$ cat src/rtl/anc2_key_driver_if.sv
// anc2_key_driver_if: host key-event handshake for the ANC-2 key driver.
//   key_valid  host -> driver  key event present
//   key_code   host -> driver  [5]=1 function key, index [3:0]; [5]=0 character, LEV code [4:0]
//   key_ready  driver -> host  accepting events (completes with key_valid)
//   key_err    driver -> host  one-cycle pulse after accepting an invalid function index
interface anc2_key_driver_if;
   logic       key_valid;
   logic [5:0] key_code;
   logic       key_ready;
   logic       key_err;

   modport master (
      output key_valid,
      output key_code,
      input  key_ready,
      input  key_err
   );

   modport slave (
      input  key_valid,
      input  key_code,
      output key_ready,
      output key_err
   );
endinterface

$ cat src/rtl/anc2_key_driver.sv
// anc2_key_driver: typewriter key escapement emulation for the ANC-2 coupler.
// Takes one key event at a time, drives a function-key line or a LEV1..5 code for KEY_MS
// milliseconds, then locks out new events for GAP_MS milliseconds.
//   CLOCK    system clock
//   rst      synchronous reset, active-high
//   tick_ms  one-CLOCK pulse per millisecond
//   TYPE     computer typing; keyboard locked while high
//   key_if   host handshake (valid/code in, ready/err out)
//   busy     driver not idle
//   fn_key   one-hot function key lines, [0]CIR_S .. [12]F_B
//   lev      LEV1..LEV5 character code
module anc2_key_driver #(
   parameter int unsigned KEY_MS = 50,
   parameter int unsigned GAP_MS = 20,
   parameter int unsigned CNT_W  = 8
) (
   input  logic                CLOCK,
   input  logic                rst,
   input  logic                tick_ms,
   input  logic                TYPE,
   anc2_key_driver_if.slave    key_if,
   output logic                busy,
   output logic [12:0]         fn_key,
   output logic [4:0]          lev
);

   typedef enum logic [1:0] {StIdle, StHold, StGap} state_e;

   localparam logic [CNT_W-1:0] KeyThr = CNT_W'(KEY_MS);
   localparam logic [CNT_W-1:0] GapThr = CNT_W'(GAP_MS);

   state_e           state_q, state_d;
   logic [CNT_W-1:0] cnt_q, cnt_d, cnt_inc;
   logic [12:0]      fn_key_q, fn_key_d;
   logic [4:0]       lev_q, lev_d;
   logic             key_err_q, key_err_d;
   logic             accept;
   logic             bad_fn;

   // Ready drops in the reset cycle itself so no event can slip in under rst.
   assign key_if.key_ready = (state_q == StIdle) & ~TYPE & ~rst;
   assign accept           = key_if.key_valid & key_if.key_ready;
   assign bad_fn           = key_if.key_code[5] & (key_if.key_code[3:0] > 4'd12);
   assign cnt_inc          = cnt_q + CNT_W'(1);

   always_comb begin
      state_d   = state_q;
      cnt_d     = cnt_q;
      fn_key_d  = fn_key_q;
      lev_d     = lev_q;
      key_err_d = 1'b0;
      case (state_q)
         StIdle: begin
            // A tick in the accept cycle is deliberately ignored.
            if (accept) begin
               if (bad_fn) begin
                  key_err_d = 1'b1;
               end else begin
                  if (key_if.key_code[5]) begin
                     fn_key_d = 13'd1 << key_if.key_code[3:0];
                     lev_d    = '0;
                  end else begin
                     fn_key_d = '0;
                     lev_d    = key_if.key_code[4:0];
                  end
                  cnt_d   = '0;
                  state_d = StHold;
               end
            end
         end
         StHold: begin
            if (tick_ms) begin
               if (cnt_inc == KeyThr) begin
                  fn_key_d = '0;
                  lev_d    = '0;
                  cnt_d    = '0;
                  state_d  = (GAP_MS == 0) ? StIdle : StGap;
               end else begin
                  cnt_d = cnt_inc;
               end
            end
         end
         StGap: begin
            if (tick_ms) begin
               if (cnt_inc == GapThr) begin
                  cnt_d   = '0;
                  state_d = StIdle;
               end else begin
                  cnt_d = cnt_inc;
               end
            end
         end
         default: begin
            state_d  = StIdle;
            cnt_d    = '0;
            fn_key_d = '0;
            lev_d    = '0;
         end
      endcase
   end

   always_ff @(posedge CLOCK) begin
      if (rst) begin
         state_q   <= StIdle;
         cnt_q     <= '0;
         fn_key_q  <= '0;
         lev_q     <= '0;
         key_err_q <= 1'b0;
      end else begin
         state_q   <= state_d;
         cnt_q     <= cnt_d;
         fn_key_q  <= fn_key_d;
         lev_q     <= lev_d;
         key_err_q <= key_err_d;
      end
   end

   assign busy           = (state_q != StIdle);
   assign fn_key         = fn_key_q;
   assign lev            = lev_q;
   assign key_if.key_err = key_err_q;

endmodule

$ cat src/flat_wrapper.sv
// flat-port wrapper written by rule: the top's interface ports become plain ports
module anc2_key_driver_flat 
#(
   parameter int unsigned KEY_MS = 50,
   parameter int unsigned GAP_MS = 20,
   parameter int unsigned CNT_W  = 8
)
  (CLOCK, rst, tick_ms, TYPE, busy, fn_key, lev, key_if_key_valid, key_if_key_code, key_if_key_ready, key_if_key_err);
  anc2_key_driver_if key_if_i ();
  input  logic CLOCK;
  input  logic rst;
  input  logic tick_ms;
  input  logic TYPE;
  output logic busy;
  output logic [12:0] fn_key;
  output logic [4:0] lev;
  input wire logic [$bits(key_if_i.key_valid)-1:0] key_if_key_valid;
  input wire logic [$bits(key_if_i.key_code)-1:0] key_if_key_code;
  output wire logic [$bits(key_if_i.key_ready)-1:0] key_if_key_ready;
  output wire logic [$bits(key_if_i.key_err)-1:0] key_if_key_err;
  assign key_if_i.key_valid = key_if_key_valid;
  assign key_if_i.key_code = key_if_key_code;
  assign key_if_key_ready = key_if_i.key_ready;
  assign key_if_key_err = key_if_i.key_err;
  anc2_key_driver #(.KEY_MS(KEY_MS), .GAP_MS(GAP_MS), .CNT_W(CNT_W)) u_core (.CLOCK(CLOCK), .rst(rst), .tick_ms(tick_ms), .TYPE(TYPE), .key_if(key_if_i), .busy(busy), .fn_key(fn_key), .lev(lev));
endmodule
$ cat config.mk
export PLATFORM = sky130hd
export DESIGN_NAME = anc2_key_driver_flat
export DESIGN_NICKNAME = d
export VERILOG_FILES = /design/src/rtl/anc2_key_driver_if.sv /design/src/rtl/anc2_key_driver.sv /design/src/flat_wrapper.sv
export SDC_FILE = /design/constraint.sdc
export NUM_CORES = 1
export LEC_CHECK = 0
export CORE_UTILIZATION = 51
export CTS_CLUSTER_DIAMETER = 150
export CTS_CLUSTER_SIZE = 14
export DETAILED_ROUTE_END_ITERATION = 8
export GPL_ROUTABILITY_DRIVEN = 0
export PLACE_DENSITY_LB_ADDON = 0.12
export RECOVER_POWER = 100
export SLEW_MARGIN = 10
export SYNTH_ARGS = -nofsm -noshare
export SYNTH_HDL_FRONTEND = slang
export SYNTH_SLANG_ARGS = --single-unit
$ cat constraint.sdc
create_clock -name CLOCK -period 2.6 [get_ports CLOCK]
set_input_delay 0.26 -clock CLOCK [delete_from_list [all_inputs] [get_ports CLOCK]]
set_output_delay 0.26 -clock CLOCK [all_outputs]
set_load 0.01 [all_outputs]
; ---- Word level (Yosys, flattened, before mapping)
; Cells that the tools add are included.
[totals]
register_bits = 29
in_bits = 11
out_inout_bits = 21
wordCells = 60
[classes]
add_sub_neg = 1
magnitude_cmp = 1
n_eq_ne = 10
n_shift = 1
n_mux = 27
bitwise = 9
reduce_logical = 6
[ops]
columns = operator, count
row1 = $mux 13, 5
row2 = $mux 8, 6
row3 = $pmux 13 s3, 1
row4 = $mux 5, 5
row5 = $pmux 8 s3, 1
row6 = $pmux 5 s3, 1
row7 = $shl 1x4->13 const A, 1
row8 = $mux 2, 6
row9 = $add 8x1->8 const B, 1
row10 = $eq 8x5->1 const B, 1
row11 = $eq 8x6->1 const B, 1
row12 = $ne 2x1->1 const B, 3
row13 = $ne 2x2->1 const B, 3
row14 = $pmux 2 s3, 1
row15 = $reduce_and 6->1, 1
row16 = $not 1->1, 5
row17 = $reduce_and 5->1, 1
row18 = $and 1x1->1, 4
row19 = $gt 4x4->1 const B, 1
row20 = $reduce_and 4->1, 1
row21 = $reduce_or 3->1, 1
row22 = $eq 2x1->1 const B, 1
row23 = $eq 2x2->1 const B, 1
row24 = $logic_not 2->1, 1
row25 = 2 further kinds, 2

; ---- Logic depth before layout (Yosys ltp)
; Gate-level depths: netlist (run 1).
[depth]
word_depth = 6
mapped_depth = 8

; ---- Worst setup path before layout (run 1)
; OpenSTA, ideal clock, no wires.
[synth_timing]
path_type = register -> register
startpoint = register u_core.cnt_q[0]
endpoint = register u_core.fn_key_q[11], in the netlist u_core.fn_key[11]
setup_ps = 70
t_arrival_ps = 2016
required_time_ps = 2530
path_slack_ps = 513
stages_incl_launch_ff = 8
path_buffers = 0
path_cell_list = dfxtp_1 > ha_1 > nand3_1 > nor4_4 > a211oi_2 > o21a_1 > or4_1 > a21oi_1
[synth_between]
elab_chain_cells = 4
[synth_lines]
columns = item, line
row1 = "start, declared", anc2_key_driver.sv:33  ; logic [CNT_W-1:0] cnt_q, cnt_d, cnt_inc;
row2 = "start signal, assigned", anc2_key_driver.sv:111  ; cnt_q <= cnt_d;
row3 = $add 8x1->8, anc2_key_driver.sv:44  ; assign cnt_inc = cnt_q + CNT_W'(1);
row4 = $eq 8x6->1, anc2_key_driver.sv:73  ; if (cnt_inc == KeyThr) begin
row5 = $ne 2x1->1 (no source line), n/a
row6 = $reduce_and 5->1 (no source line), n/a
row7 = "end signal, assigned", anc2_key_driver.sv:112  ; fn_key_q <= fn_key_d;
row8 = "end, declared", anc2_key_driver.sv:34  ; logic [12:0] fn_key_q, fn_key_d;
; Every way passes these cells.
; A chain may end at the register's enable or synchronous reset.

; ---- Worst setup path in the final report (run 1)
; Ends and elaborated chain as after synthesis.

==> flow_summary.json, run 1 <==
{
  "ir_drop_v": 0.0002780,
  "seq_power_share_pct": 48.3,
  "syn2layout_area_growth_pct": 27.31,
  "viasPerCell": 5.659,
  "cts_root_buf": "clkbuf_4",
  "cts_tree": "yes",
  "port_buffers": 31,
  "diodes": 0,
  "cp-start-kind": "register",
  "synth-seq-cells": 29,
  "instances_no_fill": 290,
  "period_minus_slack_ns": 2.422,
  "grt_pass1_vias": 1444,
  "clock_path_buffers": 2,
  "drcViolationCount": 0,
  "insertion_delay_ns": 0.31,
  "fin_area_mm2": 0.002071,
  "clk_pin_slew_worst_paths_ns": 0.10,
  "grt_max_degree": 32,
  "p_switching_mw": 0.3118,
  "holdWs_ns": 0.4958,
  "min-delay-start": "u_core.lev[4]",
  "finish.utilization_pct": 68.39,
  "dp_hpwl_mm": 3.090,
  "place_ws_ns": 0.1348,
  "status": "complete, no violations",
  "p_per_area_mw_per_mm2": 464.8,
  "cap_violations": 0,
  "nNetsFinal": 262,
  "synth_cell_types": 40,
  "tns_ns": 0,
  "grt_pass1_wl_mm": 6.713,
  "dp_cells": 282,
  "die_h_um": 58.48,
  "hold_violations": 0,
  "critPathArrivalTime_ns": 2.67,
  "totalPowerFinal_mw": 0.9625,
  "antenna_left": 0,
  "fin_crit_sh_pct": 93.15,
  "r2r-start": "u_core.cnt_q[0]",
  "cts.htree.levels": 2,
  "setup_viol": 0,
  "timing.rr.end": "u_core.fn_key[11]",
  "rows": 20,
  "cts_buffers": 5,
  "drive_above_1_share_pct": 9.756,
  "tightest_slew_ns": 0.4362,
  "path_max_fanout": 15,
  "via_count": 1641,
  "worst-setup-path-type": "register to register",
  "fmax_mhz": 412.9,
  "synthCells": 207,
  "grt_antenna_before_repair": 0,
  "syn_avg_cell_area_um2": 7.858,
  "asyncSetResetFlopFracSynth_pct": 0,
  "comb_power_share_pct": 25.4,
  "synth_warnings": 0,
  "io_pins": 32,
  "whs_endpoint": "u_core.lev[4]",
  "ys_seq_area_share_pct": 35.69,
  "p_sw_share_pct": 32.39,
  "p_leak_nw": 0.8146,
  "slew_headroom_pct": 70.61,
  "dieArea_mm2": 0.003419,
  "routed_wl_mm": 4.077,
  "hp-class": "register to register",
  "synth-edff-count": 0,
  "p_int_mw": 0.6508,
  "ys.flop_type": "dfxtp_1",
  "ctsHoldBuffers": 0,
  "final_max_slew_viol_count": 0,
  "rsz0062_at_grt": "false",
  "wire_per_inst_um": 14.06,
  "pwr-share-clk_pct": 26.3,
  "grt.total_usage_pct": 25.56,
  "overflow": 0,
  "core_area_mm2": 0.003028,
  "first_iter_violations": 53,
  "layout_setup_ws_ns": 0.1781,
  "syn_nets": 224,
  "worst_ep_required_time_ns": 2.84,
  "dieWidth_um": 58.48,
  "fillerInstances": 276,
  "synthesis.area_mm2": 0.001627,
  "clkSinkCount": 29,
  "start_util_pct": 53.72,
  "clock_skew_ns": 0.01016,
  "hold_depth": 2,
  "rr_worst_depth": 7,
  "drt-pass1-iter-count": 4,
  "place_area_mm2": 0.002026,
  "cp-end-kind": "register",
  "r2r_slack_ns": 0.18
}
[power groups by stage]
stage	clock network (mW)	logic (mW)	registers [mW]
global placement	0	0.247	0.474
detailed placement	0	0.252	0.476
floorplan	0	0.141	0.479
CTS	0.265	0.253	0.465
finish	0.253	0.245	0.465
global route	0.281	0.268	0.467
[cell families after synthesis]
family	synth area share, %
buffers and inverters	4.384
flip-flops	35.69
XOR/XNOR	0.5386
AO/OA/AOI/OAI	23.23
AND/OR/NAND/NOR	31.54
adder cells (fa/ha/maj)	4.615
[worst max path at each step]
stage | slack (ns) | from | to | cells past startpoint
after floorplan | 0.51 | u_core.cnt_q[0] | u_core.fn_key[11] | 7
after global placement | 0.21 | u_core.cnt_q[0] | u_core.fn_key[6] | 7
after detailed placement | 0.13 | u_core.cnt_q[0] | u_core.fn_key[11] | 7
after CTS | 0.11 | u_core.cnt_q[0] | u_core.fn_key[11] | 7
after global routing | 0.01 | u_core.cnt_q[0] | u_core.fn_key[10] | 8
final | 0.18 | u_core.cnt_q[0] | u_core.fn_key[11] | 7
[state kept, by name (all words and copies together) (netlist names)]
name / cells
u_core.lev: 5
u_core.key_if.key_err: 1
u_core.fn_key: 13
u_core.state_q: 2
u_core.cnt_q: 8
[cell usage after synthesis, types with 6 or more instances]
| cell | count | share of area [%] |
|---|---|---|
| nor2b_1 | 13 | 5.0 |
| a21oi_1 | 13 | 4.0 |
| nand2_1 | 20 | 4.6 |
| dfxtp_1 | 29 | 36 |
| clkbuf_1 | 6 | 1.4 |
| inv_1 | 8 | 1.8 |
| nand3_1 | 7 | 2.2 |
| ha_1 | 6 | 4.6 |
| nor2_1 | 12 | 2.8 |
| nor3_1 | 9 | 2.8 |
| or4_1 | 6 | 2.8 |
| o21ai_0 | 30 | 9.2 |
[worst max-delay path, cell delays in order, from the launching register on]
cell      delay (ns)
dfxtp_1         0.43
ha_2            0.27
nand3_1         0.15
nor4_4          0.36
a211oi_2        0.10
o21a_2          0.32
or4_1           0.55
a21oi_1         0.18
[cells in the final DEF (no fill, tap or decap), types with 3 or more instances in the layout]
master / count
o21ai_0: 31
dfxtp_1: 29
dlygate4sd3_1: 21
nand2_1: 20
a21oi_1: 13
nor2b_1: 13
nor2_1: 12
clkdlybuf4s50_1: 10
nor3_1: 9
inv_1: 8
nand3_1: 7
buf_4: 7
or4_1: 6
ha_1: 5
clkbuf_4: 5
or3_1: 4
o31ai_1: 4
and3_1: 3
nand2b_1: 3
o41ai_1: 3
clkbuf_1: 3
[layer usage]
layer / wire (um) / GRT usage, %
met1: 1880 / 36.45
met2: 1876 / 39.24
met3: 288 / 5.495
met4: 32 / 6.803
met5: 0 / 0
[final cells by class]
class | count | area [um2] | share of cell area (%)
well taps | 44 | 55.05 | 2.659
clock inverters | 2 | 10.01 | 0.4834
clock buffers | 6 | 41.29 | 1.994
flip-flops and latches | 29 | 580.6 | 28.04
multi-input cells | 160 | 978.4 | 47.25
inverters | 8 | 30.03 | 1.450
repair buffers | 41 | 375.4 | 18.13
[what timing repair did]
item,in CTS,in global routing
resized for setup,0,2
setup buffers,0,0
endpoints found under the setup margin,0,11
hold endpoints to repair,0,0
(Power assumes the default switching activity.)
==> run 2: changes to the inputs <==
==> constraint.sdc (replaced) <==
create_clock -name CLOCK -period 2.6 [get_ports CLOCK]
set_input_delay 0.39 -clock CLOCK [delete_from_list [all_inputs] [get_ports CLOCK]]
set_output_delay 0.39 -clock CLOCK [all_outputs]
set_load 0.01 [all_outputs]
==> run 2 against run 1 <==
- clock-buffer cell count grew 1
- maximum frequency grew 1.2%
- flip-flop and latch count is the same
- highest routed layer unchanged
- critical path depth is the same
- largest power group unchanged
- die area is the same
- via count grew 1.3%
==> flow_summary.json, run 2 (synthesis gave the netlist of run 1 again) <==
{
  "rows": 20,
  "drt-pass1-iter-count": 5,
  "dieWidth_um": 58.48,
  "fin_crit_sh_pct": 92.08,
  "grt_antenna_before_repair": 0,
  "post_cts.repair.setup_buffers": 0,
  "p_per_area_mw_per_mm2": 481.4,
  "syn2layout_area_growth_pct": 27.69,
  "clk_pin_slew_worst_paths_ns": 0.10,
  "overflow": 0,
  "start_util_pct": 53.72,
  "diodes": 0,
  "p_int_mw": 0.6786,
  "hold_depth": 2,
  "p_leak_nw": 0.8168,
  "p_sw_share_pct": 32.14,
  "cp-start-kind": "register",
  "cap_violations": 0,
  "ctsHoldBuffers": 0,
  "period_minus_slack_ns": 2.394,
  "critPathArrivalTime_ns": 2.66,
  "clkSinkCount": 29,
  "comb_power_share_pct": 25.3,
  "ctsResizeCount": 0,
  "routed_wl_mm": 4.124,
  "place_ws_ns": 0.1396,
  "seq_power_share_pct": 46.4,
  "layout_commonest_cell": "o21ai_0",
  "layout_setup_ws_ns": 0.2060,
  "cts.htree.levels": 2,
  "nNetsFinal": 262,
  "cp_top_family": "simple AND/OR/NAND/NOR gates",
  "cp-end-kind": "register",
  "largest_reg_flops": 13,
  "setup_viol": 0,
  "cts_tree": "yes",
  "first_iter_violations": 79,
  "mostFrequentLayoutCells": "o21ai_0 (30), dfxtp_1 (29), dlygate4sd3_1 (20), nand2_1 (19)",
  "antenna_left": 0,
  "p_switching_mw": 0.3214,
  "hp-class": "register to register",
  "drcViolationCount": 0,
  "rr_worst_depth": 7,
  "clock_path_buffers": 2,
  "status": "complete, no violations",
  "insertion_delay_ns": 0.33,
  "io_pins": 32,
  "slew_headroom_pct": 69.39,
  "rsz0062_at_grt": "false",
  "ir_drop_v": 0.0003264,
  "crit_slowest_cell": "or4_1",
  "dieArea_mm2": 0.003419,
  "die_h_um": 58.48,
  "cts_buffers": 5,
  "critPathBufInv": 0,
  "worst-setup-path-type": "register to register",
  "via_count": 1662,
  "path_max_fanout": 12,
  "clock_skew_ns": 0.01278,
  "cts_root_buf": "clkbuf_4",
  "grt_max_degree": 32,
  "path_cells": "ha_2 -> nand3_1 -> nor4_4 -> a211oi_2 -> o21a_2 -> or4_1 -> a21oi_1",
  "tns_ns": 0,
  "critPathMaxStageDelay_ns": 0.53,
  "dp_hpwl_mm": 2.907,
  "pwr-share-clk_pct": 28.3,
  "viasPerCell": 5.751,
  "core_area_mm2": 0.003028,
  "port_buffers": 31,
  "worst_ep_required_time_ns": 2.87,
  "hold_violations": 0,
  "grt.total_usage_pct": 26.40,
  "drive_above_1_share_pct": 9.796,
  "final_max_slew_viol_count": 0,
  "cp.depth": 7,
  "wire_per_inst_um": 14.27,
  "grt_pass1_wl_mm": 6.789,
  "grt_pass1_vias": 1503,
  "fmax_mhz": 417.7,
  "tightest_slew_ns": 0.4543,
  "holdWs_ns": 0.4705
}
==> run 2: routing by layer <==
metal,track usage [%],vias up,part of all wire (%)
met3,8.791,12,7.4
met2,38.26,75,43
met5,0,-,0
met1,35.76,753,47
li1,-,822,-
met4,11.56,0,2.5
==> run 2: power groups by stage <==
stage | clock network (mW) | logic [mW] | registers (mW)
floorplan | 0 | 0.141 | 0.479
global placement | 0 | 0.248 | 0.474
detailed placement | 0 | 0.251 | 0.475
CTS | 0.292 | 0.253 | 0.465
global route | 0.310 | 0.274 | 0.467
finish | 0.283 | 0.253 | 0.464
==> run 2: worst paths after layout <==
kind                           from  slack (ns)           endpoint
hold / removal    u_core.fn_key[11]        0.47  u_core.fn_key[11]
setup reg to reg    u_core.cnt_q[0]        0.21   u_core.fn_key[6]
hold reg to reg   u_core.fn_key[11]        0.47  u_core.fn_key[11]
setup / recovery    u_core.cnt_q[0]        0.21   u_core.fn_key[6]
==> run 2: stage by stage <==
step	cell area, um2	instances	power, mW	util (%)
after floorplan	1627	207	0.6199	-
after global placement	2026	282	0.7225	66.90
after detailed placement	2026	282	0.7268	66.90
after CTS	2081	289	1.011	68.72
after global routing	2077	289	1.051	68.60
final	2077	289	1.000	68.60
==> run 2: worst reg2reg max path: cells and delay by family, from the launching register on <==
kind | cells | cell delay, ns
simple gates | 3 | 1.04
compound gates | 3 | 0.58
flops | 1 | 0.45
fa+ha+maj | 1 | 0.29
==> run 2: cell type report <==
class | count | area, um2
Sequential cell | 29 | 580.6
Fill cell | 262 | 950.9
Timing Repair Buffer | 41 | 381.6
Multi-Input combinational cell | 160 | 974.7
Clock buffer | 7 | 55.05
Tap cell | 44 | 55.05
Inverter | 8 | 30.03
==> run 3: changes to the inputs <==
--- a/config.mk
+++ b/config.mk
@@ -10,6 +10,7 @@
 export CTS_CLUSTER_SIZE = 14
 export DETAILED_ROUTE_END_ITERATION = 8
 export GPL_ROUTABILITY_DRIVEN = 0
+export HOLD_SLACK_MARGIN = 0.05
 export PLACE_DENSITY_LB_ADDON = 0.12
 export RECOVER_POWER = 100
 export SLEW_MARGIN = 10
==> results of run 3 <==
Final layout, timing and power as in run 2 (identical DEF).
